[config.mk]
export PLATFORM = sky130hd
export DESIGN_NAME = fcp_credit_injector
export DESIGN_NICKNAME = d
export VERILOG_FILES = /design/src/rtl/fcp_inj_pkg.sv /design/src/rtl/fcp_rr_arbiter.sv /design/src/rtl/fcp_credit_injector.sv
export SDC_FILE = /design/constraint.sdc
export NUM_CORES = 2
export LEC_CHECK = 0
export BUFFER_PORTS_ARGS = -buffer_cell sky130_fd_sc_hd__buf_4
export CAP_MARGIN = 20
export CELL_PAD_IN_SITES_DETAIL_PLACEMENT = 1
export CELL_PAD_IN_SITES_GLOBAL_PLACEMENT = 1
export CORE_UTILIZATION = 30
export DETAILED_ROUTE_END_ITERATION = 12
export GPL_TIMING_DRIVEN = 0
export PLACE_DENSITY_LB_ADDON = 0.3
export SYNTH_ARGS = -nofsm -noshare
export SYNTH_HDL_FRONTEND = slang
export SYNTH_SLANG_ARGS = --single-unit
[constraint.sdc]
create_clock -name clk -period 11.5 [get_ports clk]
set_input_delay 2.3 -clock clk [delete_from_list [all_inputs] [get_ports clk]]
set_output_delay 2.3 -clock clk [all_outputs]
set_load 0.01 [all_outputs]
[src/rtl/fcp_inj_pkg.sv]
// Shared types, header field layout and credit arithmetic for the FCP credit injector.
package fcp_inj_pkg;

   typedef enum logic [1:0] {
      ST_IDLE = 2'd0,
      ST_ARB  = 2'd1,
      ST_SEND = 2'd2
   } inj_state_t;

   localparam int SEQ_LSB = 0;
   localparam int SEQ_W   = 32;
   localparam int VC_LSB  = 32;
   localparam int VC_W    = 16;

   // Credit exists when (fccl - fccr) mod 2^width, read as signed, is strictly positive.
   function automatic logic credit_avail(input logic [63:0] fccl,
                                         input logic [63:0] fccr,
                                         input int          width);
      logic [63:0] diff;
      diff = fccl - fccr;
      if (width < 64) diff = diff & ((64'd1 << width) - 64'd1);
      return (diff != 64'd0) && (((diff >> (width - 1)) & 64'd1) == 64'd0);
   endfunction

endpackage

[src/rtl/fcp_rr_arbiter.sv]
// Combinational round-robin arbiter: first requester at or above ptr, wrapping.
module fcp_rr_arbiter #(
   parameter  int IDX_W = 4,
   localparam int N     = 2**IDX_W
) (
   input  logic [N-1:0]     req,
   input  logic [IDX_W-1:0] ptr,
   output logic [IDX_W-1:0] grant_idx,
   output logic             grant_valid
);

   logic [IDX_W-1:0] cand;

   // Scan from the farthest offset down so the nearest requester wins.
   always_comb begin
      cand        = ptr;
      grant_idx   = ptr;
      grant_valid = 1'b0;
      for (int i = N - 1; i >= 0; i--) begin
         cand = ptr + IDX_W'(i);
         if (req[cand]) begin
            grant_idx   = cand;
            grant_valid = 1'b1;
         end
      end
   end

endmodule

[src/rtl/fcp_credit_injector.sv]
// Multi-VC credit-gated AXI-Stream packet injector with round-robin VC selection.
// Optional per-VC packet statistics are enabled with FCP_INJ_VC_STATS_EN.
//
//  state   | meaning
//  --------+-----------------------------------------------------------
//  IDLE    | injection disabled, no traffic
//  ARB     | searching for an eligible VC from rr_ptr (one cycle minimum)
//  SEND    | streaming BEATS beats of the packet for cur_vc
module fcp_credit_injector
   import fcp_inj_pkg::*;
#(
   parameter  int VC_INDEX_WIDTH = 4,
   parameter  int DATA_WIDTH     = 64,
   parameter  int PKT_LEN_BYTES  = 64,
   parameter  int CREDIT_WIDTH   = 32,
   parameter  int INIT_CREDITS   = 8,
   parameter  int STAT_WIDTH     = 32,
   localparam int VC_COUNT       = 2**VC_INDEX_WIDTH,
   localparam int KEEP_W         = DATA_WIDTH / 8
) (
   input  logic                      clk,
   input  logic                      rst_n,
   input  logic                      enable,
   input  logic [VC_COUNT-1:0]       vc_mask,
   input  logic                      fcp_valid,
   input  logic [VC_INDEX_WIDTH-1:0] fcp_vc,
   input  logic [CREDIT_WIDTH-1:0]   fcp_fccl,
   output logic [DATA_WIDTH-1:0]     m_axis_tdata,
   output logic                      m_axis_tvalid,
   input  logic                      m_axis_tready,
   output logic                      m_axis_tlast,
   output logic [KEEP_W-1:0]         m_axis_tkeep,
   output logic [63:0]               m_axis_tx_pkt_count,
   output logic                      injector_active
`ifdef FCP_INJ_VC_STATS_EN
   ,
   input  logic [VC_INDEX_WIDTH-1:0] stat_vc_idx,
   output logic [STAT_WIDTH-1:0]     stat_vc_tx_count
`endif
);

   localparam int BEATS  = PKT_LEN_BYTES / KEEP_W;
   localparam int BEAT_W = (BEATS > 1) ? $clog2(BEATS) : 1;
   localparam logic [BEAT_W-1:0] LAST_BEAT = BEAT_W'(BEATS - 1);

   if (DATA_WIDTH < 64 || (DATA_WIDTH % 8) != 0 || BEATS < 1 ||
       (PKT_LEN_BYTES % KEEP_W) != 0 || STAT_WIDTH < 1) begin : g_bad_params
      $error("fcp_credit_injector: illegal parameter combination");
   end

   inj_state_t                state, state_nxt;
   logic [CREDIT_WIDTH-1:0]   fccl [VC_COUNT];
   logic [CREDIT_WIDTH-1:0]   fccr [VC_COUNT];
   logic [VC_INDEX_WIDTH-1:0] cur_vc;
   logic [VC_INDEX_WIDTH-1:0] rr_ptr;
   logic [VC_INDEX_WIDTH-1:0] grant_idx;
   logic                      grant_valid;
   logic [BEAT_W-1:0]         beat_cnt;
   logic [VC_COUNT-1:0]       req;
   logic                      beat_fire;
   logic                      pkt_done;
   logic                      start_pkt;

   always_comb begin
      req = '0;
      for (int v = 0; v < VC_COUNT; v++) begin
         req[v] = enable && vc_mask[v] &&
                  credit_avail(64'(fccl[v]), 64'(fccr[v]), CREDIT_WIDTH);
      end
   end

   fcp_rr_arbiter #(.IDX_W(VC_INDEX_WIDTH)) u_arb (
      .req         (req),
      .ptr         (rr_ptr),
      .grant_idx   (grant_idx),
      .grant_valid (grant_valid)
   );

   always_ff @(posedge clk or negedge rst_n) begin
      if (!rst_n) state <= ST_IDLE;
      else        state <= state_nxt;
   end

   always_comb begin
      state_nxt = state;
      case (state)
         ST_IDLE: if (enable) state_nxt = ST_ARB;
         ST_ARB: begin
            if (!enable)          state_nxt = ST_IDLE;
            else if (grant_valid) state_nxt = ST_SEND;
         end
         ST_SEND: if (pkt_done) state_nxt = enable ? ST_ARB : ST_IDLE;
         default: state_nxt = ST_IDLE;
      endcase
   end

   assign m_axis_tvalid   = (state == ST_SEND);
   assign m_axis_tlast    = m_axis_tvalid && (beat_cnt == LAST_BEAT);
   assign m_axis_tkeep    = {KEEP_W{m_axis_tvalid}};
   assign injector_active = (state != ST_IDLE);
   assign beat_fire       = m_axis_tvalid && m_axis_tready;
   assign pkt_done        = beat_fire && m_axis_tlast;
   assign start_pkt       = (state == ST_ARB) && (state_nxt == ST_SEND);

   // Payload depends only on registers that are frozen while a beat is pending.
   always_comb begin
      m_axis_tdata = '0;
      if (m_axis_tvalid) begin
         if (beat_cnt == '0) begin
            m_axis_tdata[SEQ_LSB +: SEQ_W] = 32'(fccr[cur_vc]);
            m_axis_tdata[VC_LSB  +: VC_W]  = 16'(cur_vc);
         end else begin
            m_axis_tdata[15:0] = 16'(beat_cnt);
         end
      end
   end

   always_ff @(posedge clk or negedge rst_n) begin
      if (!rst_n) begin
         for (int v = 0; v < VC_COUNT; v++) fccl[v] <= CREDIT_WIDTH'(INIT_CREDITS);
      end else if (fcp_valid) begin
         fccl[fcp_vc] <= fcp_fccl;
      end
   end

   always_ff @(posedge clk or negedge rst_n) begin
      if (!rst_n) begin
         cur_vc              <= '0;
         rr_ptr              <= '0;
         beat_cnt            <= '0;
         m_axis_tx_pkt_count <= '0;
         for (int v = 0; v < VC_COUNT; v++) fccr[v] <= '0;
      end else begin
         if (start_pkt) begin
            cur_vc   <= grant_idx;
            beat_cnt <= '0;
         end else if (beat_fire) begin
            beat_cnt <= beat_cnt + BEAT_W'(1);
         end
         if (pkt_done) begin
            fccr[cur_vc]        <= fccr[cur_vc] + CREDIT_WIDTH'(1);
            m_axis_tx_pkt_count <= m_axis_tx_pkt_count + 64'd1;
            rr_ptr              <= cur_vc + VC_INDEX_WIDTH'(1);
         end
      end
   end

`ifdef FCP_INJ_VC_STATS_EN
   logic [STAT_WIDTH-1:0] stat_cnt [VC_COUNT];

   always_ff @(posedge clk or negedge rst_n) begin
      if (!rst_n) begin
         for (int v = 0; v < VC_COUNT; v++) stat_cnt[v] <= '0;
      end else if (pkt_done) begin
         stat_cnt[cur_vc] <= stat_cnt[cur_vc] + STAT_WIDTH'(1);
      end
   end

   assign stat_vc_tx_count = stat_cnt[stat_vc_idx];
`endif

endmodule

; ---- Word level (Yosys, flattened, before mapping)
; Cells that the tools add are included.
[totals]
output_inout_bits = 139
ff_bits = 1101
input_bits = 57
[op_classes]
n_reduce_logical = 90
n_addsub = 35
n_mux = 84
n_lt_le_gt_ge = 20
eq_ne = 4
n_bitwise = 2
[ops]
columns = operator, count
row1 = bitwise mux 512 bit, 2
row2 = logical NOT 64 bit, 16
row3 = nonzero test 64 bit, 16
row4 = subtractor 32 bit, 16
row5 = demux 32 bit (select 4 bit), 2
row6 = binary-select mux 32 bit (select 4 bit), 1
row7 = 2-to-1 mux 32 bit, 4
row8 = less-than comparator 4 x 5 -> 1 bit (second input constant), 16
row9 = adder 64 x 1 -> 64 bit (second input constant), 1
row10 = binary-select mux 1 bit (select 4 bit), 16
row11 = 2-to-1 mux 4 bit, 16
row12 = logical AND 1 bit, 54
row13 = 2-to-1 mux 48 bit, 1
row14 = 2-to-1 mux 1 bit, 33
row15 = adder 32 x 1 -> 32 bit (second input constant), 1
row16 = adder 4 bit (second input constant), 8
row17 = 2-to-1 mux 20 bit, 1
row18 = adder 4 x 3 -> 4 bit (second input constant), 4
row19 = 2-to-1 mux 16 bit, 1
row20 = >= comparator 5 bit (second input constant), 2
row21 = less-than comparator 5 x 1 -> 1 bit (second input constant), 2
row22 = inverter 4 -> 5 bit, 2
row23 = adder 4 x 1 -> 4 bit (second input constant), 2
row24 = adder 4 x 2 -> 4 bit (second input constant), 2
row25 = other kinds (10), 16

; ---- Longest topological paths before layout
[logic_depth]
ltp_word = 28
ltp_mapped = 23
ltp_nobuf = 21

; ---- Cells and area by module
; Synthesis repeated with hierarchy kept, for this count alone.
[unflattened]
cells_unflattened = 8620
area_unflattened_um2 = 79516.3
[modules_own_cells]
columns = mod, cells_each, instances, seq_area_each_um2, area_per_inst_um2
row1 = fcp_credit_injector, 8378, 1, 27571.4, 77409.2
row2 = fcp_rr_arbiter, 242, 1, 0.0, 2107.0

; ---- Worst setup path after synthesis
; No wires, ideal clock.
[synth_path]
path_kind = reg2out
from = register cur_vc[0]
to = output m_axis_tdata[30]
stages_incl_launch_ff = 13
arrival_ps = 4584
setup_slack_ps = 4616
path_buffers = 9
path_cell_list = dfrtp_1 > buf_2 > buf_2 > buf_2 > buf_2 > buf_2 > buf_2 > buf_2 > buf_1 > clkbuf_1 > mux4_2 > mux4_2 > and2_1
[synth_between]
elab_chain_cells = 6
[synth_lines]
columns = element, line_no
row1 = "start, declared", fcp_credit_injector.sv:54  ; logic [VC_INDEX_WIDTH-1:0] cur_vc;
row2 = "start signal, assigned", fcp_credit_injector.sv:135  ; cur_vc <= grant_idx;
row3 = inverter 4 -> 5 bit (implied by the code), fcp_credit_injector.sv:110  ; m_axis_tdata[SEQ_LSB +: SEQ_W] = 32'(fccr[cur_vc]);
row4 = binary-select mux 32 bit (select 4 bit), fcp_credit_injector.sv:110
row5 = 2-to-1 mux 32 bit (implied by the code) (2 in series), fcp_credit_injector.sv:110
row6 = 2-to-1 mux 20 bit, fcp_credit_injector.sv:109  ; if (beat_cnt == '0) begin
row7 = 2-to-1 mux 48 bit, fcp_credit_injector.sv:108  ; if (m_axis_tvalid) begin
row8 = "end, declared", fcp_credit_injector.sv:28  ; output logic [DATA_WIDTH-1:0] m_axis_tdata,
; No other way between the ends. The select of a mux whose other input is x is not followed.

; ---- Worst setup path after layout
[layout_path]
from = register cur_vc[1]
to = output m_axis_tdata[31]
; Same word-level chain as after synthesis.

==> flow_summary.toml <==
[outcome]
run_status = "finished with violations"
violations = "negative setup slack"

[placement]
dp_hpwl_um = 326000
place_area_um2 = 89100
numPlacedInstances = 13100
numPortBuffers = 164
gp_congestion = 1.01

[synth]
synth_edf_count = 0
syn_inst = 9220
synth_area_per_cell_um2 = 8.86
synth_warnings = 0
synth-seq-cells = 1101
ys.flop_type = "dfrtp_1"
syn_area_um2 = 81700
ys_async_sr_fraction = 1.00
yosysUniqueCellTypes = 107
ys_seq_area_frac = 0.338

[grt]
grt_start_max_net_pins = 164
grt_pass1_wl_um = 581000
antenna_found_initial = 87
gr-total-overflow = 0
track_usage = 0.292
grt_pass1_vias = 79000

[floorplanning]
coreArea_um2 = 271000
pin_count = 196
initial_utilization = 0.302
die_x_um = 524
rows = 191
fp.dieH_um = 524
dieArea_um2 = 274000

[cts]
postCtsSetupBuffers = 0
clkSlewWorstSetupHoldPaths_ps = 60
numCtsBuffers = 136
root_buffer = "clkbuf_16"
ctsLongestPathBuffers = 3
h-tree-depth = 4
clock_latency_ps = 830
hold_buffers = 0
cts_tree = "built"
cts_sinks = 1101
cts_resized = 0

[power_and_ir_drop]
p_sw_frac = 0.424
clock_power_share = 0.262
p_switching_mw = 7.39
p_comb_frac = 0.473
p_leak_nw = 38.6
power_density_nw_per_um2 = 186
internal-power_mw = 10.1
peakVddDrop_v = 0.000162
sequentialPowerShare = 0.265

[critical_path]
reg2reg_from = "cur_vc[1]"
critPathRequiredTime_ps = 9200
reg2reg_depth = 15
cp-start-kind = "flip-flop"
r2r_slack_ps = 1580
arrival_ps = 9270
crit_fanout = 10
crit_type = "flip-flop to primary output"
cp-end-kind = "primary output"
r2r_end = "fccr[478]"

[cells_and_area]
stdcell_area_um2 = 93800
nets = 10200
final_layout_size_suffix_gt1_frac = 0.143
fillers = 31500
final_cells = 13300
area.growth.synth_to_final_pct = 14.9

[detailed_routing]
drt_iter0_markers = 7989
viasPerCell = 5.92
ant_nets = 0
avgRoutedWirePerCell_um = 30.5
vias = 79000
dr.pass1.iters = 6
drc = 0
drt-total-wl_um = 407000

[timing]
maxSlewHeadroom = 0.115
tightest_slew_ps = 1330
grt_setup_unrepaired = "false"
period_needed_ps = 11570
fmax_ghz = 0.0864
hold_violations = 0
fin_skew_ps = 46.6
setup_violations = 1
fin_crit_sh = 1.01
report.final.slew_viol_count = 0
setup_ws_ps = -71.1

[worst_hold_path]
hold_depth = 1
hp-start = "m_axis_tx_pkt_count[63]"
hold_end = "m_axis_tx_pkt_count[63]"
min_path_type = "flip-flop to flip-flop"

[flow_run]
maxCapViolCount = 0
==> state kept, by name (all words and copies together) (netlist names) <==
name                 flops
m_axis_tx_pkt_count     64
state                    2
beat_cnt                 3
cur_vc                   4
rr_ptr                   4
fccl                   512
fccr                   512
==> per-layer routing <==
metal / share of wire / vias up / global-route usage
li1: - / 34300 / -
met1: 0.41 / 40500 / 0.372
met2: 0.44 / 3312 / 0.442
met3: 0.083 / 839 / 0.0629
met4: 0.075 / 34 / 0.201
met5: 0.00056 / - / 0
==> worst max-delay path, cell delays in order, from the launching register on <==
cell,delay (ps)
dfrtp_1,1190
clkbuf_1,720
clkbuf_1,630
buf_8,260
clkbuf_1,650
clkbuf_1,790
buf_1,1030
buf_1,670
buf_8,230
clkbuf_1,460
buf_8,260
mux4_2,570
mux4_2,600
and2_1,200
buf_4,140
==> kinds of logic (layout without fill, tap and decap cells) <==
group	count (synthesis)	after routing	share of synthesized area
AND/OR/NAND/NOR	2688	2688	0.157
AO/OA/AOI/OAI	2624	2624	0.202
buffers and inverters	1180	1664	0.0565
flip-flops	1101	1101	0.338
multiplexers	781	781	0.130
adder cells (fa/ha/maj)	528	528	0.0824
XOR/XNOR	317	317	0.0340
other	1	70	0.0000459
==> final cells by class <==
cell class	count	area (µm²)	area share
multi-input combinational	6966	49700	0.530
sequential	1101	27600	0.294
clock buffer	192	3930	0.0419
tap	3570	4470	0.0476
buffer	535	2240	0.0239
clock inverter	51	684	0.00730
timing repair buffer	241	2720	0.0290
inverter	645	2420	0.0258
antenna	42	105	0.00112
==> power groups by stage <==
stage	logic (mW)	clock network (mW)	registers [mW]
6_report	8.26	4.57	4.62
3_3_place_gp	7.79	0	4.66
2_1_floorplan	5.52	0	4.57
3_5_place_dp	8.06	0	4.68
5_1_grt	8.91	4.76	4.68
4_1_cts	8.12	4.62	4.62
==> worst max-delay path by stage <==
| stage | from | cells past startpoint | to | slack, ps |
|---|---|---|---|---|
| 6_report | cur_vc[1] | 14 | m_axis_tdata[31] | -70 |
| 5_1_grt | cur_vc[1] | 14 | m_axis_tdata[31] | 300 |
| 4_1_cts | cur_vc[1] | 14 | m_axis_tdata[31] | 400 |
| 3_5_place_dp | cur_vc[1] | 14 | m_axis_tdata[31] | 1260 |
| 3_3_place_gp | rst_n | 1 | fccl[73] | -5820 |
| 2_1_floorplan | cur_vc[0] | 12 | m_axis_tdata[30] | 4620 |
==> cells in the final DEF, fill, tap and decap left out, types with 59 or more instances in the layout <==
master     count
a211oi_1      96
a21o_1       129
a21oi_1      651
a31oi_1       64
and2_1        91
and3_1        87
buf_4        203
clkbuf_1     441
clkbuf_16    139
dfrtp_1     1085
ha_1         512
inv_1        642
mux2_2       542
mux2i_1       66
mux4_2       171
nand2_1     1095
nand2b_1      76
nand3_1      183
nand4_1      185
nor2_1       455
nor3_1       140
nor4_1        67
o211ai_1      90
o21a_1       113
o21ai_0      868
or3_1         59
xnor2_1      182
xor2_1       135
==> stage by stage <==
step | util | TNS (ps) | hold WS, ps | setup WS (ps) | power [mW]
6_report | 0.346 | -71.1 | 482 | -71.1 | 17.5
5_1_grt | 0.346 | 0 | 489 | 304 | 18.3
4_1_cts | 0.346 | 0 | 485 | 397 | 17.4
3_5_place_dp | 0.329 | 0 | 473 | 1260 | 12.7
3_3_place_gp | 0.323 | -5893990 | 460 | -5820 | 12.5
2_1_floorplan | - | 0 | 466 | 4620 | 10.1
==> cells in the mapped netlist, types with 29 or more instances <==
library cell  number  area (µm²)
a21o_1           129         968
a21oi_1          651        3260
a211oi_1          98         736
mux2_2           542        6100
nor4_1            72         450
dfrtp_1         1085       27200
o31ai_1           30         225
xnor2_1          182        1590
a31oi_1           65         407
xor2_1           135        1180
ha_1             512        6410
nor2b_1           55         344
nand2_1         1095        4110
nand3_1          183         916
nand3b_1          29         218
clkbuf_1         446        1670
mux2i_1           66         661
o211ai_1          90         676
or3_1             59         369
or2_2             29         181
o21a_1           113         848
nor3_1           141         706
o21ai_0          869        4350
o21bai_1          55         413
and3_1            87         544
and2_1            91         569
nor2_1           455        1710
o2111ai_1         43         377
o22ai_1           37         231
mux4_2           171        3850
a211o_1           36         315
inv_1            642        2410
nand4_1          185        1160
a2111oi_0         39         342
o221ai_1          31         272
buf_4             36         270
nand2b_1          76         475
a21boi_0          30         225
(Power assumes the default switching activity.)
